$ cat src/rtl/urxd_param.sv
// urxd_param -- parametrised UART receiver.
//
// Rebuilds frames of DATA_BITS payload bits (LSB first), optional parity
// (PARITY: 0 none, 1 odd, 2 even) and STOP_BITS stop bits from the
// asynchronous line Inp. The line is oversampled OVS times per bit, and the
// oversampling tick is derived from CLK_HZ / (BAUD * OVS).
// After a frame that ends with the line low, the receiver stays locked out
// until the line returns high.
//
// Optional build macro: URXD_MAJ3_EN. When defined, each bit sample is a
// three-tick majority vote. When undefined, a single tick is sampled.
//
// Ports:
//   clk         single clock
//   rst_n       asynchronous active-low reset
//   Inp         serial line, asynchronous, idles high
//   dat         last received payload, held until the next frame end
//   ok_rx_byte  one-clk pulse: frame received without errors
//   err_frame   one-clk pulse: a stop bit was sampled low
//   err_parity  one-clk pulse: parity mismatch
//   en_rx_byte  high while a frame is in progress
//   cb_bit      bit index: 0 = start, then data, parity, stop bits
//   ce_tact     oversampling tick strobe (debug)
//   ce_bit      mid-bit sample strobe (debug)
//   RXD         synchronised line value (debug)
//
// state | meaning
// IDLE  | line idle, looking for a low level on a tick
// START | inside the start bit, confirming it at mid-bit
// DATA  | sampling payload bits
// PAR   | sampling the parity bit
// STOP  | sampling stop bits; the frame ends at the last stop mid-bit
// BRK   | frame ended with the line low, waiting for it to go high
module urxd_param #(
  parameter int DATA_BITS = 8,
  parameter int PARITY    = 0,
  parameter int STOP_BITS = 1,
  parameter int CLK_HZ    = 50_000_000,
  parameter int BAUD      = 115200,
  parameter int OVS       = 16
) (
  input  logic                 clk,
  input  logic                 rst_n,
  input  logic                 Inp,
  output logic [DATA_BITS-1:0] dat,
  output logic                 ok_rx_byte,
  output logic                 err_frame,
  output logic                 err_parity,
  output logic                 en_rx_byte,
  output logic [3:0]           cb_bit,
  output logic                 ce_tact,
  output logic                 ce_bit,
  output logic                 RXD
);

  localparam int N_RAW = CLK_HZ / (BAUD * OVS);
  localparam int N     = (N_RAW < 1) ? 1 : N_RAW;
  localparam int DIV_W = (N > 1) ? $clog2(N) : 1;
  localparam int CT_W  = $clog2(OVS);

  localparam logic [DIV_W-1:0] DIV_MAX      = DIV_W'(N - 1);
  localparam logic [CT_W-1:0]  CT_MAX       = CT_W'(OVS - 1);
  localparam logic [CT_W-1:0]  CT_MID       = CT_W'(OVS / 2 - 1);
  localparam logic [3:0]       CB_LAST_DATA = 4'(DATA_BITS);
  localparam logic [3:0]       CB_LAST_STOP =
    4'(DATA_BITS + ((PARITY != 0) ? 1 : 0) + STOP_BITS);

  typedef enum logic [2:0] {
    S_IDLE, S_START, S_DATA, S_PAR, S_STOP, S_BRK
  } state_e;

  state_e                state_q, state_d;
  logic                  sync1_q, rxd_q;
  logic [DIV_W-1:0]      div_q;
  logic [CT_W-1:0]       ct_q, ct_d;
  logic [3:0]            cb_q, cb_d;
  logic [DATA_BITS-1:0]  sh_q, sh_d;
  logic [DATA_BITS-1:0]  dat_q, dat_d;
  logic                  fe_q, fe_d;
  logic                  pe_q, pe_d;
  logic                  ok_q, ok_d;
  logic                  fer_q, fer_d;
  logic                  per_q, per_d;
  logic                  samp;
  logic                  par_exp;
  logic                  fe_stop;

  // Two-flop synchroniser; resets to the idle level so reset release never
  // looks like a start bit.
  always_ff @(posedge clk or negedge rst_n) begin
    if (!rst_n) begin
      sync1_q <= 1'b1;
      rxd_q   <= 1'b1;
    end else begin
      sync1_q <= Inp;
      rxd_q   <= sync1_q;
    end
  end

  always_ff @(posedge clk or negedge rst_n) begin
    if (!rst_n)              div_q <= '0;
    else if (div_q == DIV_MAX) div_q <= '0;
    else                     div_q <= div_q + DIV_W'(1);
  end

  assign ce_tact = (div_q == DIV_MAX);
  assign ce_bit  = ce_tact && (ct_q == CT_MID);

`ifdef URXD_MAJ3_EN
  logic h1_q, h2_q;

  // Vote over the three ticks ending at the sample tick, so the decision
  // falls on the same clk as in the single-sample build.
  always_ff @(posedge clk or negedge rst_n) begin
    if (!rst_n) begin
      h1_q <= 1'b1;
      h2_q <= 1'b1;
    end else if (ce_tact) begin
      h1_q <= rxd_q;
      h2_q <= h1_q;
    end
  end

  assign samp = (rxd_q & h1_q) | (rxd_q & h2_q) | (h1_q & h2_q);
`else
  assign samp = rxd_q;
`endif

  // Even parity expects the XOR of the payload, odd parity its inverse.
  assign par_exp = (PARITY == 2) ? (^sh_q) : ~(^sh_q);

  always_ff @(posedge clk or negedge rst_n) begin
    if (!rst_n) begin
      state_q <= S_IDLE;
      ct_q    <= '0;
      cb_q    <= '0;
      sh_q    <= '0;
      dat_q   <= '0;
      fe_q    <= 1'b0;
      pe_q    <= 1'b0;
      ok_q    <= 1'b0;
      fer_q   <= 1'b0;
      per_q   <= 1'b0;
    end else begin
      state_q <= state_d;
      ct_q    <= ct_d;
      cb_q    <= cb_d;
      sh_q    <= sh_d;
      dat_q   <= dat_d;
      fe_q    <= fe_d;
      pe_q    <= pe_d;
      ok_q    <= ok_d;
      fer_q   <= fer_d;
      per_q   <= per_d;
    end
  end

  always_comb begin
    state_d = state_q;
    ct_d    = ct_q;
    cb_d    = cb_q;
    sh_d    = sh_q;
    dat_d   = dat_q;
    fe_d    = fe_q;
    pe_d    = pe_q;
    ok_d    = 1'b0;
    fer_d   = 1'b0;
    per_d   = 1'b0;
    fe_stop = fe_q | ~samp;

    if (ce_tact) ct_d = (ct_q == CT_MAX) ? '0 : ct_q + CT_W'(1);
    if (en_rx_byte && ce_tact && (ct_q == CT_MAX)) cb_d = cb_q + 4'd1;

    case (state_q)
      S_IDLE: begin
        if (ce_tact && !rxd_q) begin
          ct_d    = '0;
          cb_d    = '0;
          fe_d    = 1'b0;
          pe_d    = 1'b0;
          state_d = S_START;
        end
      end
      S_START: begin
        if (ce_bit) state_d = samp ? S_IDLE : S_DATA;
      end
      S_DATA: begin
        if (ce_bit) begin
          sh_d = {samp, sh_q[DATA_BITS-1:1]};
          if (cb_q == CB_LAST_DATA) state_d = (PARITY != 0) ? S_PAR : S_STOP;
        end
      end
      S_PAR: begin
        if (ce_bit) begin
          pe_d    = samp ^ par_exp;
          state_d = S_STOP;
        end
      end
      S_STOP: begin
        if (ce_bit) begin
          fe_d = fe_stop;
          if (cb_q == CB_LAST_STOP) begin
            dat_d   = sh_q;
            fer_d   = fe_stop;
            per_d   = pe_q;
            ok_d    = ~fe_stop & ~pe_q;
            state_d = samp ? S_IDLE : S_BRK;
          end
        end
      end
      S_BRK: begin
        if (ce_tact && rxd_q) state_d = S_IDLE;
      end
      default: state_d = S_IDLE;
    endcase
  end

  assign en_rx_byte = (state_q == S_START) || (state_q == S_DATA) ||
                      (state_q == S_PAR)   || (state_q == S_STOP);
  assign dat        = dat_q;
  assign ok_rx_byte = ok_q;
  assign err_frame  = fer_q;
  assign err_parity = per_q;
  assign cb_bit     = cb_q;
  assign RXD        = rxd_q;

endmodule
$ cat config.mk
export PLATFORM = sky130hd
export DESIGN_NAME = urxd_param
export DESIGN_NICKNAME = d
export VERILOG_FILES = /design/src/rtl/urxd_param.sv
export SDC_FILE = /design/constraint.sdc
export NUM_CORES = 1
export LEC_CHECK = 0
export CAP_MARGIN = 20
export CORE_MARGIN = 3
export CORE_UTILIZATION = 25
export CTS_BUF_LIST = sky130_fd_sc_hd__clkbuf_16
export DETAILED_ROUTE_END_ITERATION = 8
export HOLD_SLACK_MARGIN = 0.1
export PLACE_DENSITY = 0.51
export RECOVER_POWER = 100
export SYNTH_ARGS = -nofsm -noshare
export SYNTH_HDL_FRONTEND = slang
export SYNTH_SLANG_ARGS = --single-unit
$ cat constraint.sdc
create_clock -name clk -period 5.22 [get_ports clk]
set_input_delay 0.522 -clock clk [delete_from_list [all_inputs] [get_ports clk]]
set_output_delay 0.522 -clock clk [all_outputs]
set_load 0.02 [all_outputs]
==> flow_metrics.env <==
export IMPL_wl_per_cell_um=12.49
export IMPL_postCtsSetupBuffers=0
export IMPL_drive_above_1_share=0.1593
export IMPL_rows=30
export IMPL_cts_sinks=39
export IMPL_stdcell_count=278
export IMPL_cts_tree="done"
export IMPL_hold_class="reg2reg"
export IMPL_layout_setup_ws_ns=2.132
export IMPL_period_share=0.5916
export IMPL_post_route_min_period_ns=3.088
export IMPL_ctsHtreeMaxLevel=2
export IMPL_arrival_ns=3.25
export IMPL_die_h_um=92.67
export IMPL_hold_ws_ns=0.3548
export IMPL_viasPerCell=4.388
export IMPL_dp_hpwl_um=2396
export IMPL_core_sq_mm=0.007019
export IMPL_grt_pass1_vias=1280
export IMPL_synth_area_leaders="dfrtp_1 49%, mux2_2 11%, ha_1 4.0%, xnor2_1 3.3%, dfstp_2 2.8%"
export IMPL_synth_top_area_share=0.4930
export IMPL_die_w_um=92.67
export IMPL_synthCells=159
export IMPL_place_ws_ns=2.666
export IMPL_cp_data_required_time_ns=5.39
export IMPL_synth_top_cell_by_area="dfrtp_1"
export IMPL_grt_max_degree=40
export IMPL_synth_ff_type="dfrtp_1"
export IMPL_yosys_warnings=0
export IMPL_drt_iter0_drc=42
export IMPL_synth_cell_types=40
export IMPL_fin_setup_tns_ns=0
export IMPL_postRouteAntennaNets=0
export IMPL_start_util=0.2676
export IMPL_power_density_mw_per_mm2=302.4
export IMPL_async_flop_share=1.000
export IMPL_cap_violations=1
export IMPL_leakage_nw=1.056
export IMPL_path_clk_slew_ns=0.06
export IMPL_drv_slew=40
export IMPL_grt_pass1_wl_um=6106
export IMPL_ys_ff_latch=39
export IMPL_antenna_found_initial=0
export IMPL_cts_resized=0
export IMPL_setup_violations=0
export IMPL_power_w=0.0006897
export IMPL_max_stage_delay_ns=1.14
export IMPL_ir_worst_vdd_v=0.0001565
export IMPL_area_growth_pct=21.45
export IMPL_startpoint_type="flip-flop"
export IMPL_dieArea_sq_mm=0.008588
export IMPL_cts_path_max_buffers=2
export IMPL_vias=1220
export IMPL_pin_count=22
export IMPL_rsz0062_at_grt="false"
export IMPL_overflow=0
export IMPL_fmax_ghz=0.3238
export IMPL_critPathBufInv=1
export IMPL_routed_wl_um=3473
export IMPL_portBuffers=21
export IMPL_nFillCells=742
export IMPL_yosysMostFrequentCell="dfrtp_1"
export IMPL_relSlewSlack=-0.4016
export IMPL_critical_path_cell_chain="inv_1, ha_1, nand4b_1, or3_1, nor3_1, mux2_2"
export IMPL_dr_pass1_iters=4
export IMPL_slowest_stage="nor3_1"
export IMPL_finClkSkew_ns=0.003793
export IMPL_worstSetupEndpointType="flip-flop"
export IMPL_diodes=0
export IMPL_violations="max-capacitance violations, max-slew violations"
export IMPL_nNetsFinal=190
export IMPL_grt_usage=0.08862
export IMPL_hold_buffers=0
export IMPL_clk_latency_ns=0.28
export IMPL_gp_congestion=0.7518
export IMPL_drc_errors=0
export IMPL_synth_edf_count=0
export IMPL_status="finished with violations"
export IMPL_dpl_cell_count=270
export IMPL_cp_top_family="simple AND/OR/NAND/NOR gates"
export IMPL_synthesis_area_sq_mm=0.001878
export IMPL_synth_fp_nets=168
export IMPL_synth_seq_area_share=0.5210
export IMPL_path_max_fanout=11
export IMPL_hold_viol_final=0
export IMPL_synth_common_cells="37 x dfrtp_1, 18 x mux2_2, 11 x nor2_1, 10 x inv_1"
export IMPL_tightest_slew_ns=2.102
export IMPL_cts_buffers=5
export IMPL_criticalPathCategory="reg2reg"
export IMPL_ctsRootBufferMaster="clkbuf_16"
export IMPL_avgSynthCellArea_sq_um=11.81
==> path summary, 6_finish.rpt <==
path                          start       to  slack [ns]  cells past startpoint
hold reg to reg             sync1_q      RXD        0.35                      0
min in group asynchronous     rst_n   dat[5]        0.85                      1
max in group asynchronous     rst_n  ct_q[3]        3.17                      1
setup reg to reg           div_q[0]   dat[1]        2.13                      6
setup / recovery           div_q[0]   dat[1]        2.13                      6
hold / removal              sync1_q      RXD        0.35                      0
==> state kept, by name (all words and copies together), names as in the netlist <==
name	count
fe_q	1
div_q	5
dat	8
err_frame	1
err_parity	1
sh_q	8
ct_q	4
pe_q	1
state_q	3
ok_rx_byte	1
cb_bit	4
sync1_q	1
RXD	1
==> where the power goes <==
part,internal [W],switching [W],total (W),leakage (nW)
sequential,0.000308,0.0000127,0.000321,0.521
combinational,0.0000258,0.0000467,0.0000724,0.469
clock,0.000176,0.000120,0.000296,0.0658
total,0.000510,0.000180,0.000690,1.06
==> cell type report <==
class,instances,area (sq um),area share
clock buffer,5,125.1,0.05485
clock inverter,3,20.02,0.008777
inverter,10,37.54,0.01646
multi-input combinational,104,795.8,0.3489
sequential,39,978.4,0.4290
tap,96,120.1,0.05266
timing repair buffer,21,203.9,0.08941
==> through the flow <==
stage | area, sq um | utilization
after floorplan | 1878 | -
after global placement | 2173 | 0.3096
after detailed placement | 2173 | 0.3096
after CTS | 2318 | 0.3303
after global routing | 2281 | 0.3250
final | 2281 | 0.3250
==> cells in the final DEF (no fill, tap or decap), types with 2 or more instances in the layout <==
master	count
nand3b_1	2
dfrtp_1	37
clkinvlp_4	2
or4_1	2
inv_1	10
xor2_1	4
mux2i_1	2
nor2_1	11
xnor2_1	7
dlygate4sd3_1	20
clkbuf_16	5
mux2_2	18
o31ai_1	2
a21boi_0	2
nor3_1	6
ha_1	6
o21ai_0	6
nand2_1	7
nand3_1	5
a21oi_1	7
dfstp_2	2
==> metal layers <==
| metal | global-route usage | part of all wire | vias to the layer above |
|---|---|---|---|
| met5 | 0 | 0 | - |
| met4 | 0.04762 | 0.021 | 0 |
| met3 | 0.01787 | 0.034 | 5 |
| met2 | 0.1384 | 0.45 | 21 |
| met1 | 0.1151 | 0.49 | 600 |
| li1 | - | - | 594 |
==> cell families (layout without fill, tap and decap cells) <==
| group | after synthesis | after routing | synth area share |
|---|---|---|---|
| mux | 20 | 20 | 0.1186 |
| xor+xnor | 12 | 12 | 0.06329 |
| flops | 39 | 39 | 0.5210 |
| fa+ha+maj | 6 | 6 | 0.03997 |
| buf+inv | 16 | 39 | 0.03597 |
| compound gates | 24 | 24 | 0.08394 |
| simple gates | 42 | 42 | 0.1372 |
Power figures use the tool's default switching activity.
==> edit: new RTL, same flow settings <==
Remove the register `per_q`: a continuous assignment takes its place, so the output `err_parity` follows one clock earlier.
--- a/src/rtl/urxd_param.sv
+++ b/src/rtl/urxd_param.sv
@@ -142,3 +142,2 @@
       fer_q   <= 1'b0;
-      per_q   <= 1'b0;
     end else begin
@@ -153,5 +152,6 @@
       fer_q   <= fer_d;
-      per_q   <= per_d;
     end
   end
+
+  assign per_q = per_d;
 
Formal check against the unedited RTL: same outputs for any inputs over 10 cycles, from zero or initial values and one cycle with rst_n low; that may be too few to reach the edited logic, so the function may still have changed.
==> edit against the original RTL <==
The flow still finishes with violations (capacitance limit, slew limit); synthesized area fell by 1.3%; clock power fell by 5%; critical path type is now reg2out; sequential cell count shrank 1; wire length decreased by 4.4%; final area decreased by 1.4%; count of clock-buffer cells in the layout stayed put; worst setup slack lost 1.0 ns; power shrank 3.2%.
==> edit: results (changes against the original RTL) <==
Clock tree
Clock-pin slew was measured on the worst setup and hold paths at 0.05 ns. The buffer levels on the longest clock path came to 2 (unchanged). The post-CTS setup-driven buffer insertion count is 0 (unchanged).

The worst-skew pair later-pin latency is 0.27 ns.

Run status
The run finished, with violations left. The final reports fail on capacitance limit, slew limit.

Global routing
The wire length of the first global-routing pass is 5.947 mm (-2.6%). The pin count of the biggest net entering global routing is 39 (-2.5%). The number of global-route vias before repair is 1273 (-0.55%).

The global-route usage over all layers was 8.669% (-0.19 points). The number of antenna violations at the first check in global routing is 0 (unchanged).

Yosys
The count of cell types in the netlist came to 40 (unchanged). The net count after synthesis was 167 (-0.60%). The cell count after synthesis is 158 (-0.63%).

Yosys attributes the largest share of cell area to dfrtp_1 49%, mux2_2 11%, ha_1 4.1%, xnor2_1 3.3%, dfstp_2 2.8%. By count the netlist is led by 36 x dfrtp_1, 18 x mux2_2, 11 x nor2_1, 10 x inv_1. The sequential area share after synthesis was 51.45% (-0.65 points).

Placed design
The number of placed cells counting well taps was 269 (-0.37%). The total cell area at the placement stage is 2148 um2 (-1.2%). The post-placement setup slack was 1.906 ns (-0.7597 ns).

The half-perimeter wire length of the detailed placement result is 2.273 mm (-5.1%). The final RePlAce weighted congestion is 0.7252 (-3.5%).

Layout
The number of nets in the finished design is 189 (-0.53%). The ratio of cells with drive above 1 in the final layout came to 14.92% (-1.0 points). The number of non-filler instances in the completed layout came to 277 (-0.36%).

Pwr
The largest vdd supply drop is 0.1117 mV (-29%). The static leakage power is 1.044 nW (-1.1%). The net switching share of the total power was 25.26% (-0.79 points).

Route
The DRC violation total after the first TritonRoute iteration is 29 (-31%). The wire length reported by the detailed router is 3.320 mm (-4.4%). The average vias per placed instance is 4.375 (-0.30%).

Hold path
The worst hold path belongs to the class reg2reg.

Timing
The transition time at the pin with the least slew margin is 1.992 ns (-0.1102 ns). The setup clock skew after layout is 0.003148 ns (-0.0006448 ns). The final count of pins violating max slew is 39 (-2.5%).

Run
The number of violations of the max-capacitance limit was 1 (unchanged).

Worst setup path
The critical path data arrival time came to 3.58 ns (+0.33 ns). The delay of the slowest cell on the worst path came to 1.03 ns (-0.11 ns).
-- edit: kinds of logic after synthesis --
group / count (synthesis) / share of synthesized area [%]
mux: 20 / 12.02
flops: 38 / 51.45
fa+ha+maj: 6 / 4.051
simple gates: 42 / 13.91
buf+inv: 16 / 3.646
xor+xnor: 12 / 6.414
compound gates: 24 / 8.508
-- edit: cell type report --
class / count / area, um2
fill: 743 / 4733
timing repair buffer: 21 / 203.9
sequential: 38 / 953.4
multi-input combinational: 104 / 795.8
inverter: 10 / 37.54
clock buffer: 5 / 125.1
clock inverter: 3 / 12.51
tap: 96 / 120.1
-- edit: power by group through the flow --
stage	Sequential (mW)	Clock, mW	Combinational (mW)
finish	0.315	0.280	0.0726
global route	0.316	0.309	0.0810
global placement	0.321	0	0.0760
CTS	0.315	0.292	0.0755
floorplan	0.309	0	0.0603
detailed placement	0.320	0	0.0752
-- edit: worst paths after layout --
kind	to	start	slack, ns	depth (start not counted)
setup / recovery	err_parity	div_q[0]	1.12	7
hold / removal	RXD	sync1_q	0.36	0
setup reg to reg	dat[1]	div_q[0]	2.22	6
hold reg to reg	RXD	sync1_q	0.36	0
max in group asynchronous	dat[1]	rst_n	3.27	1
min in group asynchronous	err_frame	rst_n	0.80	1
-- edit: per-layer routing --
layer / vias up / global-route usage (%) / share of wire (%)
li1: 597 / - / -
met1: 590 / 11.35 / 49
met2: 20 / 13.08 / 44
met3: 5 / 3.117 / 4.8
met4: 0 / 3.218 / 1.4
met5: - / 0 / 0
